==> src/rtl/probe_trigger_ctrl.sv <==
// Purpose: LogicProbe trigger sequencer (masked match x N, post-match delay) plus sample prescaler.
// Latency: trigger registered one cycle after the final match (dly=0) or dly cycles after it.
// Backpressure: none; every input is sampled every cycle and outputs are plain registered strobes.
module probe_trigger_ctrl #(
  parameter int WIDTH = 128,
  parameter int DLY_W = 16
) (
  input  logic             clk,
  input  logic             reset,
  input  logic             arm,
  input  logic             disarm,
  input  logic [WIDTH-1:0] data,
  input  logic [WIDTH-1:0] match_val,
  input  logic [WIDTH-1:0] match_mask,
  input  logic [7:0]       occur,
  input  logic [DLY_W-1:0] delay,
  input  logic [7:0]       divide,
  output logic             trigger,
  output logic             sample,
  output logic [1:0]       state,
  output logic             done
);

  typedef enum logic [1:0] {
    S_IDLE  = 2'd0,
    S_ARMED = 2'd1,
    S_DELAY = 2'd2,
    S_FIRED = 2'd3
  } state_t;

  state_t           st;
  logic [WIDTH-1:0] mval;
  logic [WIDTH-1:0] mmask;
  logic [7:0]       occ;
  logic [DLY_W-1:0] dly;
  logic [7:0]       mcnt;
  logic [DLY_W-1:0] dcnt;
  logic [7:0]       p;

  logic             hit;
  logic [7:0]       occ_last;
  logic             final_hit;
  logic             wrap;

  // An occurrence count of 0 behaves like 1, so the last match index is 0 in both cases.
  assign hit       = ((data ^ mval) & mmask) == '0;
  assign occ_last  = (occ == 8'd0) ? 8'd0 : occ - 8'd1;
  assign final_hit = hit && (mcnt == occ_last);
  assign wrap      = (p >= divide);
  assign state     = st;

  // Trigger search: disarm beats arm, arm beats any in-progress match or delay.
  always_ff @(posedge clk) begin
    if (reset) begin
      st      <= S_IDLE;
      trigger <= 1'b0;
      done    <= 1'b0;
      mval    <= '0;
      mmask   <= '0;
      occ     <= '0;
      dly     <= '0;
      mcnt    <= '0;
      dcnt    <= '0;
    end else begin
      trigger <= 1'b0;
      if (disarm) begin
        st   <= S_IDLE;
        done <= 1'b0;
        mcnt <= '0;
        dcnt <= '0;
      end else if (arm) begin
        mval  <= match_val;
        mmask <= match_mask;
        occ   <= occur;
        dly   <= delay;
        mcnt  <= '0;
        dcnt  <= '0;
        done  <= 1'b0;
        st    <= S_ARMED;
      end else begin
        case (st)
          S_IDLE: begin
          end
          S_ARMED: begin
            if (hit) begin
              if (final_hit) begin
                mcnt <= '0;
                if (dly == '0) begin
                  trigger <= 1'b1;
                  done    <= 1'b1;
                  st      <= S_FIRED;
                end else begin
                  dcnt <= dly;
                  st   <= S_DELAY;
                end
              end else begin
                mcnt <= mcnt + 8'd1;
              end
            end
          end
          S_DELAY: begin
            // Loaded with dly on the final match; firing at 1 lands the pulse exactly dly edges later.
            if (dcnt == DLY_W'(1)) begin
              trigger <= 1'b1;
              done    <= 1'b1;
              dcnt    <= '0;
              st      <= S_FIRED;
            end else begin
              dcnt <= dcnt - DLY_W'(1);
            end
          end
          S_FIRED: begin
          end
          default: st <= S_IDLE;
        endcase
      end
    end
  end

  // Free-running decimating prescaler; divide is used live so lowering it below p wraps at once.
  always_ff @(posedge clk) begin
    if (reset) begin
      p      <= 8'd0;
      sample <= 1'b0;
    end else begin
      sample <= wrap;
      p      <= wrap ? 8'd0 : p + 8'd1;
    end
  end

endmodule

==> config.mk <==
export PLATFORM = sky130hd
export DESIGN_NAME = probe_trigger_ctrl
export DESIGN_NICKNAME = d
export VERILOG_FILES = /design/src/rtl/probe_trigger_ctrl.sv
export SDC_FILE = /design/constraint.sdc
export NUM_CORES = 1
export LEC_CHECK = 0
export ABC_AREA = 1
export BUFFER_PORTS_ARGS = -buffer_cell sky130_fd_sc_hd__buf_2
export CAP_MARGIN = 20
export CORE_ASPECT_RATIO = 1.5
export CORE_MARGIN = 3
export CORE_UTILIZATION = 54
export CTS_BUF_LIST = sky130_fd_sc_hd__clkbuf_2
export DETAILED_ROUTE_END_ITERATION = 12
export PLACE_DENSITY = 0.82
export SYNTH_ARGS = -nofsm -noshare
export SYNTH_HDL_FRONTEND = slang
export SYNTH_SLANG_ARGS = --single-unit
==> constraint.sdc <==
create_clock -name clk -period 2.3 [get_ports clk]
set_input_delay 0.115 -clock clk [delete_from_list [all_inputs] [get_ports clk]]
set_output_delay 0.115 -clock clk [all_outputs]
set_load 0.05 [all_outputs]
==> reports/qor.csv, run 1 <==
stage,metric,value,unit
synth,yosysWarnings,0,
die,dieHeight,209,um
placement,io_buffers,424,
synth,syn-num-nets,2692,
die,io_pins,425,
clock_network,post_cts_buffers,0,
run_status,status,aborted with a tool error,
synth,syn_avg_cell_area,6.58,um^2
run_status,stop_stage,4_1_cts,
clock_network,cts_sinks,317,
synth,synth_edf_count,0,
placement,post-dp-hpwl,33100,um
synth,synthArstFlopShare,0,%
synth,synth-seq-cells,317,
die,start_util,55.5,%
synth,ys_seq_area_share,42.7,%
synth,synth.distinct_cells,37,
clock_network,hold_buffers,615,
die,num_rows,73,
clock_network,clk_root_buffer_cell,clkbuf_2,
clock_network,cts-buffers-inserted,75,
placement,dp_slack,-125,ps
clock_network,cts.repair.resized,4,
clock_network,cts_buffer_depth,3,
synth,ys.flop_type,dfxtp_1,
clock_network,htreeDepth,3,
die,die_w,141,um
synth,syn_area,14900,um^2
placement,gp_congestion,0.924,
run_status,first-error,[ERROR RSZ-0060] Max buffer count reached.,
synth,postSynthCellCount,2257,
-- logic make-up after synthesis --
logic type	after synthesis	synth area share (%)
simple gates	1063	29.4
buf+inv	392	10.0
flops	317	42.7
compound gates	453	15.5
xor+xnor	17	1.10
fa+ha+maj	15	1.26
-- cells in the mapped netlist (all sizes together), types with 2 or more instances --
cell type	number	area, um^2
nor2	477	1810
nor3	9	45.0
buf	3	26.3
xor2	14	138
nand3	141	728
nand4	23	144
ha	15	188
o32ai	3	26.3
dfxtp	317	6350
inv	293	1100
o21ai	298	1490
or2	17	106
xnor2	3	26.3
clkbuf	96	360
nand3b	2	15.0
nand2	390	1490
o22ai	9	56.3
nor3b	2	15.0
a21oi	138	691
-- through the flow --
stage / area, um^2 / std cells / TNS, ps / hold WS [ps]
detailed placement: 17300 / 2938 / -1210 / 343
global placement: 17300 / 2938 / -1040 / 337
floorplan: 14900 / 2257 / 0 / 250
==> run 2: changes to the inputs <==
--- a/config.mk
+++ b/config.mk
@@ -8,12 +8,10 @@
 export ABC_AREA = 1
 export BUFFER_PORTS_ARGS = -buffer_cell sky130_fd_sc_hd__buf_2
 export CAP_MARGIN = 20
-export CORE_ASPECT_RATIO = 1.5
 export CORE_MARGIN = 3
-export CORE_UTILIZATION = 54
-export CTS_BUF_LIST = sky130_fd_sc_hd__clkbuf_2
+export CORE_UTILIZATION = 40
 export DETAILED_ROUTE_END_ITERATION = 12
-export PLACE_DENSITY = 0.82
+export PLACE_DENSITY_LB_ADDON = 0.15
 export SYNTH_ARGS = -nofsm -noshare
 export SYNTH_HDL_FRONTEND = slang
 export SYNTH_SLANG_ARGS = --single-unit
==> run 2 against run 1 <==
Net effect: the run now ends clean; area after synthesis unchanged; synthesized cell count unchanged.
==> reports/qor.csv, run 2 <==
stage,metric,value,unit,change
route,ant_nets,0,,
die,num_rows,69,,-5.5%
clock_network,cts_buffer_depth,3,,unchanged
clock_network,clk_root_buffer_cell,clkbuf_16,,
timing,hold_viol,0,,
final_layout,drive_gt1_share,19.0,%,
setup_path,critPathLaunch,mval[109],,
synth,synth_adder_area_share,1.26,%,unchanged
clock_network,cts_sinks,317,,unchanged
placement,numPlacedInstances,3069,,+4.5%
synth,postSynthCellCount,2257,,unchanged
synth,post-synth-top-count-cell,nor2_1,,
setup_path,crit_top_cell,nand2_1,,
min_path,min_from,occur[7],,
placement,post-dp-hpwl,34100,um,+3.2%
global_routing,grt_use_total,24.4,%,
timing,maxSlewHeadroom,49.8,%,
route,dr.pass1.iters,5,,
final_layout,top_regs,"mmask x128, mval x128",,
power_and_ir_drop,leakagePower,10.4,nW,
final_layout,final_cells,3439,,
synth,yosysTopAreaCell,dfxtp_1,,
final_layout,layout_commonest_cell,nor2_1,,
setup_path,crit_required,2720,ps,
timing,slew_violations,0,,
timing,setup_violations,0,,
die,start_util,41.2,%,-14 points
timing,fin_skew,17.3,ps,
die,dieArea,39500,um^2,
placement,gp_congestion,0.879,,-4.9%
synth,synth_top_family_by_area,simple AND/OR/NAND/NOR gates,,
synth,syn-num-nets,2692,,unchanged
synth,synth_commonest_cells,"472 x nor2_1, 384 x nand2_1, 317 x dfxtp_1, 288 x o21ai_0, 283 x inv_1",,
synth,synth.area.mux_share,0,%,unchanged
timing,hold_ws,36.8,ps,
timing,period_minus_slack,2180,ps,
die,core_area,36100,um^2,
setup_path,rr_startpoint,mval[109],,
synth,synth_edf_count,0,,unchanged
power_and_ir_drop,powerDensity,650,nW/um^2,
die,io_pins,425,,unchanged
clock_network,htreeDepth,2,,-1
synth,syn_avg_cell_area,6.58,um^2,unchanged
synth,synth-seq-cells,317,,unchanged
route,drc,0,,
setup_path,critPathKind,reg2reg,,
final_layout,layout_common_cells,"467 x nor2_1, 424 x buf_2, 383 x nand2_1",,
final_layout,multi_input_area,7190,um^2,
final_layout,fin_area,21700,um^2,
die,dieHeight,199,um,-5.0%
route,viasPerCell,4.83,,
final_layout,syn_to_final_growth,46.0,%,
synth,synth.distinct_cells,37,,unchanged
route,drtIter0Drc,879,,
global_routing,grt_pass1_vias,16600,,
synth,synthArstFlopShare,0,%,unchanged
synth,synth_xor_area_share,1.10,%,unchanged
synth,ys.flop_type,dfxtp_1,,
power_and_ir_drop,ir_drop,0.000393,V,
power_and_ir_drop,p_total,14.1,mW,
synth,ys_top_cells_by_area,"dfxtp_1 43%, nor2_1 12%, o21ai_0 9.7%",,
synth,yosysWarnings,0,,unchanged
global_routing,grt_start_max_net_pins,164,,
global_routing,grt_overflow,0,,
timing,fin_crit_sh,94.6,%,
setup_path,max_stage_delay,320,ps,
synth,ys_seq_area_share,42.7,%,unchanged
placement,io_buffers,424,,unchanged
setup_path,start_kind,flop,,
synth,synth_top_area_share,42.7,%,unchanged
placement,place_area,17500,um^2,+1.1%
setup_path,crit_fanout,5,,
setup_path,critical_path.slowest_cell,dfxtp_2,,
setup_path,cp-end-kind,flop,,
setup_path,cp.arrival,2600,ps,
synth,syn_area,14900,um^2,unchanged
clock_network,worstSkewPairLatency,540,ps,
clock_network,cts_tree,built,,
synth,synth_compound_area_share,15.5,%,unchanged
timing,worst_slew_pin_slew,753,ps,
die,die_w,199,um,+41%
global_routing,antenna_found_initial,23,,
final_layout,n_fill_cell,3302,,
route,routedWlPerCell,14.6,um,
final_layout,nNetsFinal,3367,,
setup_path,crit_path_cell_trace,or2_4 > nand3_2 > nand2_1 > nor2_2 > nand4_1 > nor2_4 > nand2_2 > nor2_4 > nand2_4 > nand2_8 > buf_4 > nand2_1 > nand2_1 > a21oi_1,,
final_layout,area.sequential,6350,um^2,
synth,synthSimpleGateAreaFrac,29.4,%,unchanged
min_path,hp-class,in2reg,,
timing,max_freq,460,MHz,
global_routing,grt_first_pass_wirelength,79000,um,
clock_network,clk_pin_slew,60,ps,
route,drt_wl_total,50200,um,
run_status,status,completed,,
clock_network,cts-buffers-inserted,37,,-51%
run,drv_cap,0,,
route,vias,16600,,
-- run 2: metrics by stage --
step | setup TNS, ps | util [%] | setup WS, ps
2_1_floorplan | 0 | - | 176
6_report | 0 | 60.1 | 125
3_3_place_gp | -905 | 48.4 | -80.6
5_1_grt | -18.4 | 60.1 | -7.90
3_5_place_dp | -1860 | 48.4 | -144
4_1_cts | 0 | 59.5 | 15.8
-- run 2: area by class of cell --
class	instances	share of cell area [%]
Multi-Input combinational cell	1551	33.1
Sequential cell	317	29.3
Timing Repair Buffer	731	23.9
Inverter	293	5.20
Clock buffer	56	5.11
Tap cell	461	2.66
Clock inverter	9	0.456
Antenna cell	20	0.231
Timing Repair inverter	1	0.0404
-- run 2: critical path: cells and delay by family (launching register included) --
kind            cells  cell delay, ps
compound gates      1              60
simple gates       12            1530
flops               1             320
buf+inv             1             130
-- run 2: kinds of logic (layout without fill, tap and decap cells) --
logic type               after synthesis  count (layout)
AND/OR/NAND/NOR                     1063            1066
AO/OA/AOI/OAI                        453             453
buffers and inverters                392            1090
flip-flops                           317             317
XOR/XNOR                              17              17
adder cells (fa/ha/maj)               15              15
other                                  0              20
-- run 2: metal layers --
layer / up-vias / share of wire (%) / track usage, % / wire length (um)
met2: 465 / 47 / 41.4 / 23800
met1: 7438 / 42 / 29.0 / 21100
met5: - / 0.17 / 0 / 84
met4: 14 / 4.6 / 12.5 / 2330
li1: 8522 / - / - / -
met3: 167 / 5.8 / 5.61 / 2920
-- run 2: repair_timing --
action	CTS	global route
setup endpoints to repair	21	25
resized for setup	7	29
buffers inserted	0	1
hold buffers	280	0
pin swaps	0	7
hold endpoints to repair	281	0
cloned	0	4
-- run 2: worst paths after layout --
kind,endpoint,slack (ps),cells past startpoint
setup / recovery,state[0],120,14
hold / removal,occ[7],40,3
setup reg to reg,state[0],120,14
hold reg to reg,done,450,2
-- run 2: where the power goes --
part	total, mW	switching [mW]	internal [mW]
registers	6.01	0.179	5.83
logic	2.23	1.16	1.07
clock network	5.87	2.32	3.55
total	14.1	3.66	10.5
(Power assumes the default switching activity.)
